<file path="config.mk">
export PLATFORM = sky130hd
export DESIGN_NAME = mult_div_unit_flat
export DESIGN_NICKNAME = d
export VERILOG_FILES = /design/src/rtl/mult_div_if.sv /design/src/rtl/mult_div_unit.sv /design/src/flat_wrapper.sv
export SDC_FILE = /design/constraint.sdc
export NUM_CORES = 2
export LEC_CHECK = 0
export ABC_AREA = 1
export ABC_CLOCK_PERIOD_IN_PS = 5750
export CAP_MARGIN = 20
export CORE_AREA = 8 8 346 348
export DETAILED_ROUTE_END_ITERATION = 12
export DIE_AREA = 0 0 354 356
export PLACE_DENSITY = 0.49
export SKIP_CTS_REPAIR_TIMING = 1
export SYNTH_ARGS = -nofsm -noshare
export SYNTH_HDL_FRONTEND = slang
export SYNTH_SLANG_ARGS = --single-unit
</file>
<file path="constraint.sdc">
create_clock -name clk -period 5.75 [get_ports clk]
set_input_delay 1.15 -clock clk [delete_from_list [all_inputs] [get_ports clk]]
set_output_delay 1.15 -clock clk [all_outputs]
set_load 0.01 [all_outputs]
</file>
<file path="src/rtl/mult_div_if.sv">
// EX-stage <-> multiply/divide unit handshake bundle.
interface mult_div_if #(parameter int DATA_WIDTH = 32);
  logic                    start;
  logic                    ack;
  logic                    flush;
  logic [2:0]              op;
  logic [DATA_WIDTH-1:0]   operand_1;
  logic [DATA_WIDTH-1:0]   operand_2;
  logic [DATA_WIDTH-1:0]   hi_i;
  logic [DATA_WIDTH-1:0]   lo_i;
  logic                    busy;
  logic                    done;
  logic                    div_by_zero;
  logic [2*DATA_WIDTH-1:0] result;

  modport master (output start, ack, flush, op, operand_1, operand_2, hi_i, lo_i,
                  input  busy, done, div_by_zero, result);
  modport slave  (input  start, ack, flush, op, operand_1, operand_2, hi_i, lo_i,
                  output busy, done, div_by_zero, result);
endinterface

</file>
<file path="src/rtl/mult_div_unit.sv">
// Iterative MUL_STEP-bit multiplier / radix-2 restoring divider with HI/LO accumulate.
module mult_div_unit #(
  parameter int DATA_WIDTH = 32,
  parameter int MUL_STEP   = 1
) (
  input logic       clk,
  input logic       rst_n,
  mult_div_if.slave bus
);
  localparam int W     = DATA_WIDTH;
  localparam int CW    = $clog2(W) + 1;
  localparam int K_MUL = W / MUL_STEP;

  generate
    if (!(MUL_STEP == 1 || MUL_STEP == 2 || MUL_STEP == 4 || MUL_STEP == 8) ||
        (DATA_WIDTH % MUL_STEP) != 0) begin : g_bad_step
      $error("mult_div_unit: illegal MUL_STEP");
    end
  endgenerate

  typedef enum logic [2:0] {IDLE, MUL, DIV, FIX, DONE} state_t;
  state_t state, state_nxt;

  logic [2:0]    op_q;
  logic          s1, s2, dbz_q;
  logic [2*W-1:0] acc_q, mcand, prod, result_q;
  logic [W-1:0]  mplier, quo_q, rem_q;
  logic [CW-1:0] cnt;

  // operand capture
  logic         signed_in, is_div_in, neg1, neg2;
  logic [W-1:0] mag1_in, mag2_in;
  assign signed_in = ~bus.op[0];
  assign is_div_in = (bus.op == 3'd2) || (bus.op == 3'd3);
  assign neg1      = signed_in & bus.operand_1[W-1];
  assign neg2      = signed_in & bus.operand_2[W-1];
  assign mag1_in   = neg1 ? -bus.operand_1 : bus.operand_1;
  assign mag2_in   = neg2 ? -bus.operand_2 : bus.operand_2;

  // MUL_STEP partial products per cycle
  logic [2*W-1:0] pp;
  always_comb begin
    pp = '0;
    for (int j = 0; j < MUL_STEP; j++)
      if (mplier[j]) pp = pp + (mcand << j);
  end

  // restoring step: mplier holds the divisor magnitude during DIV
  logic [W:0]   rem_sh, diff;
  logic         q_bit;
  logic [W-1:0] rem_nxt;
  assign rem_sh  = {rem_q, quo_q[W-1]};
  assign diff    = rem_sh - {1'b0, mplier};
  assign q_bit   = ~diff[W];
  assign rem_nxt = q_bit ? diff[W-1:0] : rem_sh[W-1:0];

  logic           sgn, neg_res;
  logic [2*W-1:0] prod_s, fix_res;
  logic [W-1:0]   quo_s, rem_s, op1_raw;
  always_comb begin
    sgn     = ~op_q[0];
    neg_res = sgn & (s1 ^ s2);
    prod_s  = neg_res ? -prod : prod;
    quo_s   = neg_res ? -quo_q : quo_q;
    rem_s   = (sgn & s1) ? -rem_q : rem_q;
    op1_raw = s1 ? -mcand[W-1:0] : mcand[W-1:0];
    unique case (op_q)
      3'd2, 3'd3: fix_res = dbz_q ? {op1_raw, {W{1'b1}}} : {rem_s, quo_s};
      3'd4, 3'd5: fix_res = acc_q + prod_s;
      3'd6, 3'd7: fix_res = acc_q - prod_s;
      default:    fix_res = prod_s;
    endcase
  end

  always_comb begin
    state_nxt = state;
    unique case (state)
      IDLE: if (bus.start)
              state_nxt = !is_div_in ? MUL : (bus.operand_2 == '0) ? FIX : DIV;
      MUL:  if (cnt == CW'(K_MUL - 1)) state_nxt = FIX;
      DIV:  if (cnt == CW'(W - 1))     state_nxt = FIX;
      FIX:  state_nxt = DONE;
      DONE: if (bus.ack) state_nxt = IDLE;
      default: state_nxt = IDLE;
    endcase
    if (bus.flush) state_nxt = IDLE;
  end

  always_ff @(posedge clk or negedge rst_n)
    if (!rst_n) state <= IDLE;
    else        state <= state_nxt;

  always_ff @(posedge clk or negedge rst_n) begin
    if (!rst_n) begin
      op_q <= '0; s1 <= 1'b0; s2 <= 1'b0; dbz_q <= 1'b0;
      acc_q <= '0; mcand <= '0; prod <= '0; result_q <= '0;
      mplier <= '0; quo_q <= '0; rem_q <= '0; cnt <= '0;
    end else if (!bus.flush) begin
      unique case (state)
        IDLE: if (bus.start) begin
          op_q   <= bus.op;
          s1     <= neg1;
          s2     <= neg2;
          mcand  <= {{W{1'b0}}, mag1_in};
          mplier <= mag2_in;
          quo_q  <= mag1_in;
          rem_q  <= '0;
          prod   <= '0;
          acc_q  <= {bus.hi_i, bus.lo_i};
          cnt    <= '0;
          dbz_q  <= is_div_in && (bus.operand_2 == '0);
        end
        MUL: begin
          prod   <= prod + pp;
          mcand  <= mcand << MUL_STEP;
          mplier <= mplier >> MUL_STEP;
          cnt    <= cnt + CW'(1);
        end
        DIV: begin
          rem_q <= rem_nxt;
          quo_q <= {quo_q[W-2:0], q_bit};
          cnt   <= cnt + CW'(1);
        end
        FIX: result_q <= fix_res;
        default: ;
      endcase
    end
  end

  assign bus.busy        = (state == MUL) || (state == DIV) || (state == FIX);
  assign bus.done        = (state == DONE);
  assign bus.div_by_zero = dbz_q;
  assign bus.result      = result_q;
endmodule

</file>
<file path="src/flat_wrapper.sv">
// flat-port wrapper written by rule: the top's interface ports become plain ports
module mult_div_unit_flat 
#(
  parameter int DATA_WIDTH = 32,
  parameter int MUL_STEP   = 1
)
  (clk, rst_n, bus_start, bus_ack, bus_flush, bus_op, bus_operand_1, bus_operand_2, bus_hi_i, bus_lo_i, bus_busy, bus_done, bus_div_by_zero, bus_result);
  mult_div_if #(.DATA_WIDTH(DATA_WIDTH)) bus_i ();
  input logic clk;
  input logic rst_n;
  input wire logic [$bits(bus_i.start)-1:0] bus_start;
  input wire logic [$bits(bus_i.ack)-1:0] bus_ack;
  input wire logic [$bits(bus_i.flush)-1:0] bus_flush;
  input wire logic [$bits(bus_i.op)-1:0] bus_op;
  input wire logic [$bits(bus_i.operand_1)-1:0] bus_operand_1;
  input wire logic [$bits(bus_i.operand_2)-1:0] bus_operand_2;
  input wire logic [$bits(bus_i.hi_i)-1:0] bus_hi_i;
  input wire logic [$bits(bus_i.lo_i)-1:0] bus_lo_i;
  output wire logic [$bits(bus_i.busy)-1:0] bus_busy;
  output wire logic [$bits(bus_i.done)-1:0] bus_done;
  output wire logic [$bits(bus_i.div_by_zero)-1:0] bus_div_by_zero;
  output wire logic [$bits(bus_i.result)-1:0] bus_result;
  assign bus_i.start = bus_start;
  assign bus_i.ack = bus_ack;
  assign bus_i.flush = bus_flush;
  assign bus_i.op = bus_op;
  assign bus_i.operand_1 = bus_operand_1;
  assign bus_i.operand_2 = bus_operand_2;
  assign bus_i.hi_i = bus_hi_i;
  assign bus_i.lo_i = bus_lo_i;
  assign bus_busy = bus_i.busy;
  assign bus_done = bus_i.done;
  assign bus_div_by_zero = bus_i.div_by_zero;
  assign bus_result = bus_i.result;
  mult_div_unit #(.DATA_WIDTH(DATA_WIDTH), .MUL_STEP(MUL_STEP)) u_core (.clk(clk), .rst_n(rst_n), .bus(bus_i));
endmodule
</file>
==> qor.txt <==
Outcome = finished, final reports clean
Clk_skew = 0.05579 ns
CTS root buf = clkbuf_16
Clock-pin slew on the worst setup and hold paths = 0.06 ns
Met3 routed WL = 12700 µm
Worst skew pair latency = 0.69 ns
Wire length per cell = 23.10 µm
Initial antenna violation count = 7
Setup ws final = 0.3277 ns
Least-Margin Pin Slew = 1.325 ns
Final Cell Area = 40260 µm²
DR iter-0 viols = 4069
Most common cell after layout, fill and taps aside = nand2_1
CP max FO = 7
GRT Overall Usage = 0.2521
Ys flop type = dfrtp_1
Final Non-Filler Cells = 7187
Synthesized Nets = 5745
Max-slew headroom = 0.1072
Die Footprint = 126000 µm²
Clock Sinks = 367
Minimum clock period = 5.422 ns
Slowest-stage cell, CP = dfrtp_2
Hold Slack = 0.4605 ns
Number of hold violations in the final report = 0
Max Fclk = 184.4 MHz
Inst Count DP = 7088
ANT nets after route = 0
Yosys synthesis warning count = 0
Worst path buffer plus inverter count = 5
Global-route wire length before repair = 243000 µm
Placed cell areas = 38160 µm²
Vias per cell = 5.336
Vias = 38349
Critical Path Start Type = register
Final HPWL DP = 136100 µm
Syn Std Cell Area = 34020 µm²
Yosys reg bits = 367
# fillers = 12588
Max Buffers Root-to-Sink = 3
CTS tree = done
Setup-violating endpoint count in the final report = 0
Sequential element share of the synthesized area = 0.2700
Gr ovfl total = 0
DRC = 0
Critical path's largest stage delay = 0.41 ns
Fin nets = 5937
EDFF count, synth = 0
Unique masters post-synth = 63
Max layer used = met5
Worst endpoint required time = 6.30 ns
Core Area = 113900 µm²
Vias in the first global route = 36624
Met1 wire length = 75230 µm
Routed wire length = 166000 µm
Die Span Y = 356 µm
HP Class = in2async
DR pass1 iterations = 6
Cells after synthesis = 5440
FFs w/ async S/R, synth = 1.000
Tcrit/Tclk final = 0.9430
CP top delay family = simple AND/OR/NAND/NOR gates
Syn-to-layout area delta = 18.34%
Post-place setup slack = 0.1396 ns
TritonCTS Buffers = 50
Row count = 124
Maxcap violations = 0
# H-tree levels = 2
Avg Inst Size Synth = 6.254 µm²
Crit path DAT = 5.97 ns
Critical path type = reg2reg
Initial core utilization = 0.2987
RD Place Congestion = 1.044
Die W = 354 µm
Pin count of the biggest net entering global routing = 110
Most frequent cells in the layout = 1262 x nand2_1, 760 x inv_1, 641 x nor2_1
IO Port Bufs = 202
DR WL met2 = 70640 µm
Boundary Pins = 203
Layout cells sized above 1 = 0.05710
Slew Viols, Final = 0
Critical Path Sink Type = register
## final cells by class
cell class,count,area (µm²),area share
Tap cell,1512,1892,0.04699
Multi-Input combinational cell,4126,21360,0.5305
Antenna cell,1,2.502,0.00006216
Sequential cell,367,9188,0.2282
Clock buffer,71,1470,0.03652
Clock inverter,23,494.2,0.01228
Inverter,780,2938,0.07297
Timing Repair Buffer,307,2915,0.07241
## metal layers
metal / track usage / vias to the layer above
met5: 0 / -
li1: - / 18344
met4: 0.09559 / 4
met2: 0.3893 / 1485
met3: 0.04808 / 311
met1: 0.3472 / 18205
## cells by family after synthesis
kind of cell | count (synthesis) | synth area share
AO/OA/AOI/OAI | 1390 | 0.2261
AND/OR/NAND/NOR | 2397 | 0.2910
adder cells (fa/ha/maj) | 169 | 0.06282
flip-flops | 367 | 0.2700
buffers and inverters | 947 | 0.1064
XOR/XNOR | 170 | 0.04377
## sequential cells by signal (all words and copies together) (netlist names)
register / cells
u_core.op_q: 3
u_core.mplier: 32
u_core.bus.div_by_zero: 1
u_core.rem_q: 32
u_core.quo_q: 32
u_core.acc_q: 64
u_core.s1: 1
u_core.prod: 64
u_core.bus.result: 64
u_core.cnt: 6
u_core.mcand: 64
u_core.s2: 1
u_core.state: 3
## worst register-to-register path: cells and delay by family, from the launching register on
family	cells	cell delay (ns)
XOR/XNOR	1	0.27
flip-flops	1	0.41
AO/OA/AOI/OAI	6	1.22
buffers and inverters	5	0.43
AND/OR/NAND/NOR	19	2.41
adder cells (fa/ha/maj)	2	0.60
## synthesized netlist by cell type (12+ instances only)
library cell | number | share of area
nor2_2 | 16 | 0.0029
ha_1 | 166 | 0.061
buf_1 | 14 | 0.0015
o21ai_1 | 17 | 0.0025
inv_2 | 13 | 0.0014
o221ai_1 | 12 | 0.0031
o21ai_0 | 569 | 0.084
a221oi_1 | 12 | 0.0031
xnor2_1 | 50 | 0.013
nand2_1 | 1264 | 0.14
inv_1 | 762 | 0.084
o211ai_1 | 42 | 0.0093
clkbuf_1 | 135 | 0.015
a41oi_1 | 12 | 0.0031
nor3_1 | 70 | 0.010
a21o_1 | 16 | 0.0035
nand3_1 | 254 | 0.037
nor4_1 | 21 | 0.0039
or2_2 | 33 | 0.0061
a21oi_1 | 470 | 0.069
o31ai_1 | 19 | 0.0042
nand4_1 | 43 | 0.0079
a31oi_1 | 82 | 0.015
nor2_1 | 647 | 0.071
o21a_1 | 18 | 0.0040
dfrtp_1 | 367 | 0.27
xor2_1 | 120 | 0.031
o22ai_1 | 69 | 0.013
nand2_2 | 17 | 0.0031
## per-stage QoR
step / TNS [ns] / util
2_1_floorplan: 0 / -
3_3_place_gp: 0 / 0.3350
3_5_place_dp: 0 / 0.3351
4_1_cts: 0 / 0.3524
5_1_grt: -0.01364 / 0.3535
6_report: 0 / 0.3535
## final timing paths
check	to	start	slack [ns]	depth (start not counted)
min in group clk	u_core.acc_q[34]	u_core.acc_q[34]	0.49	2
worst min register to register	u_core.acc_q[34]	u_core.acc_q[34]	0.49	2
worst max-delay path	u_core.bus.result[62]	u_core.prod[1]	0.33	33
max in group asynchronous	u_core.bus.div_by_zero	rst_n	3.84	2
worst max register to register	u_core.bus.result[62]	u_core.prod[1]	0.33	33
worst min-delay path	u_core.acc_q[5]	rst_n	0.46	1
Power is left out: the tool's default activity adds up to more than one toggle a clock period on the data nets, which glitch-free logic cannot reach.
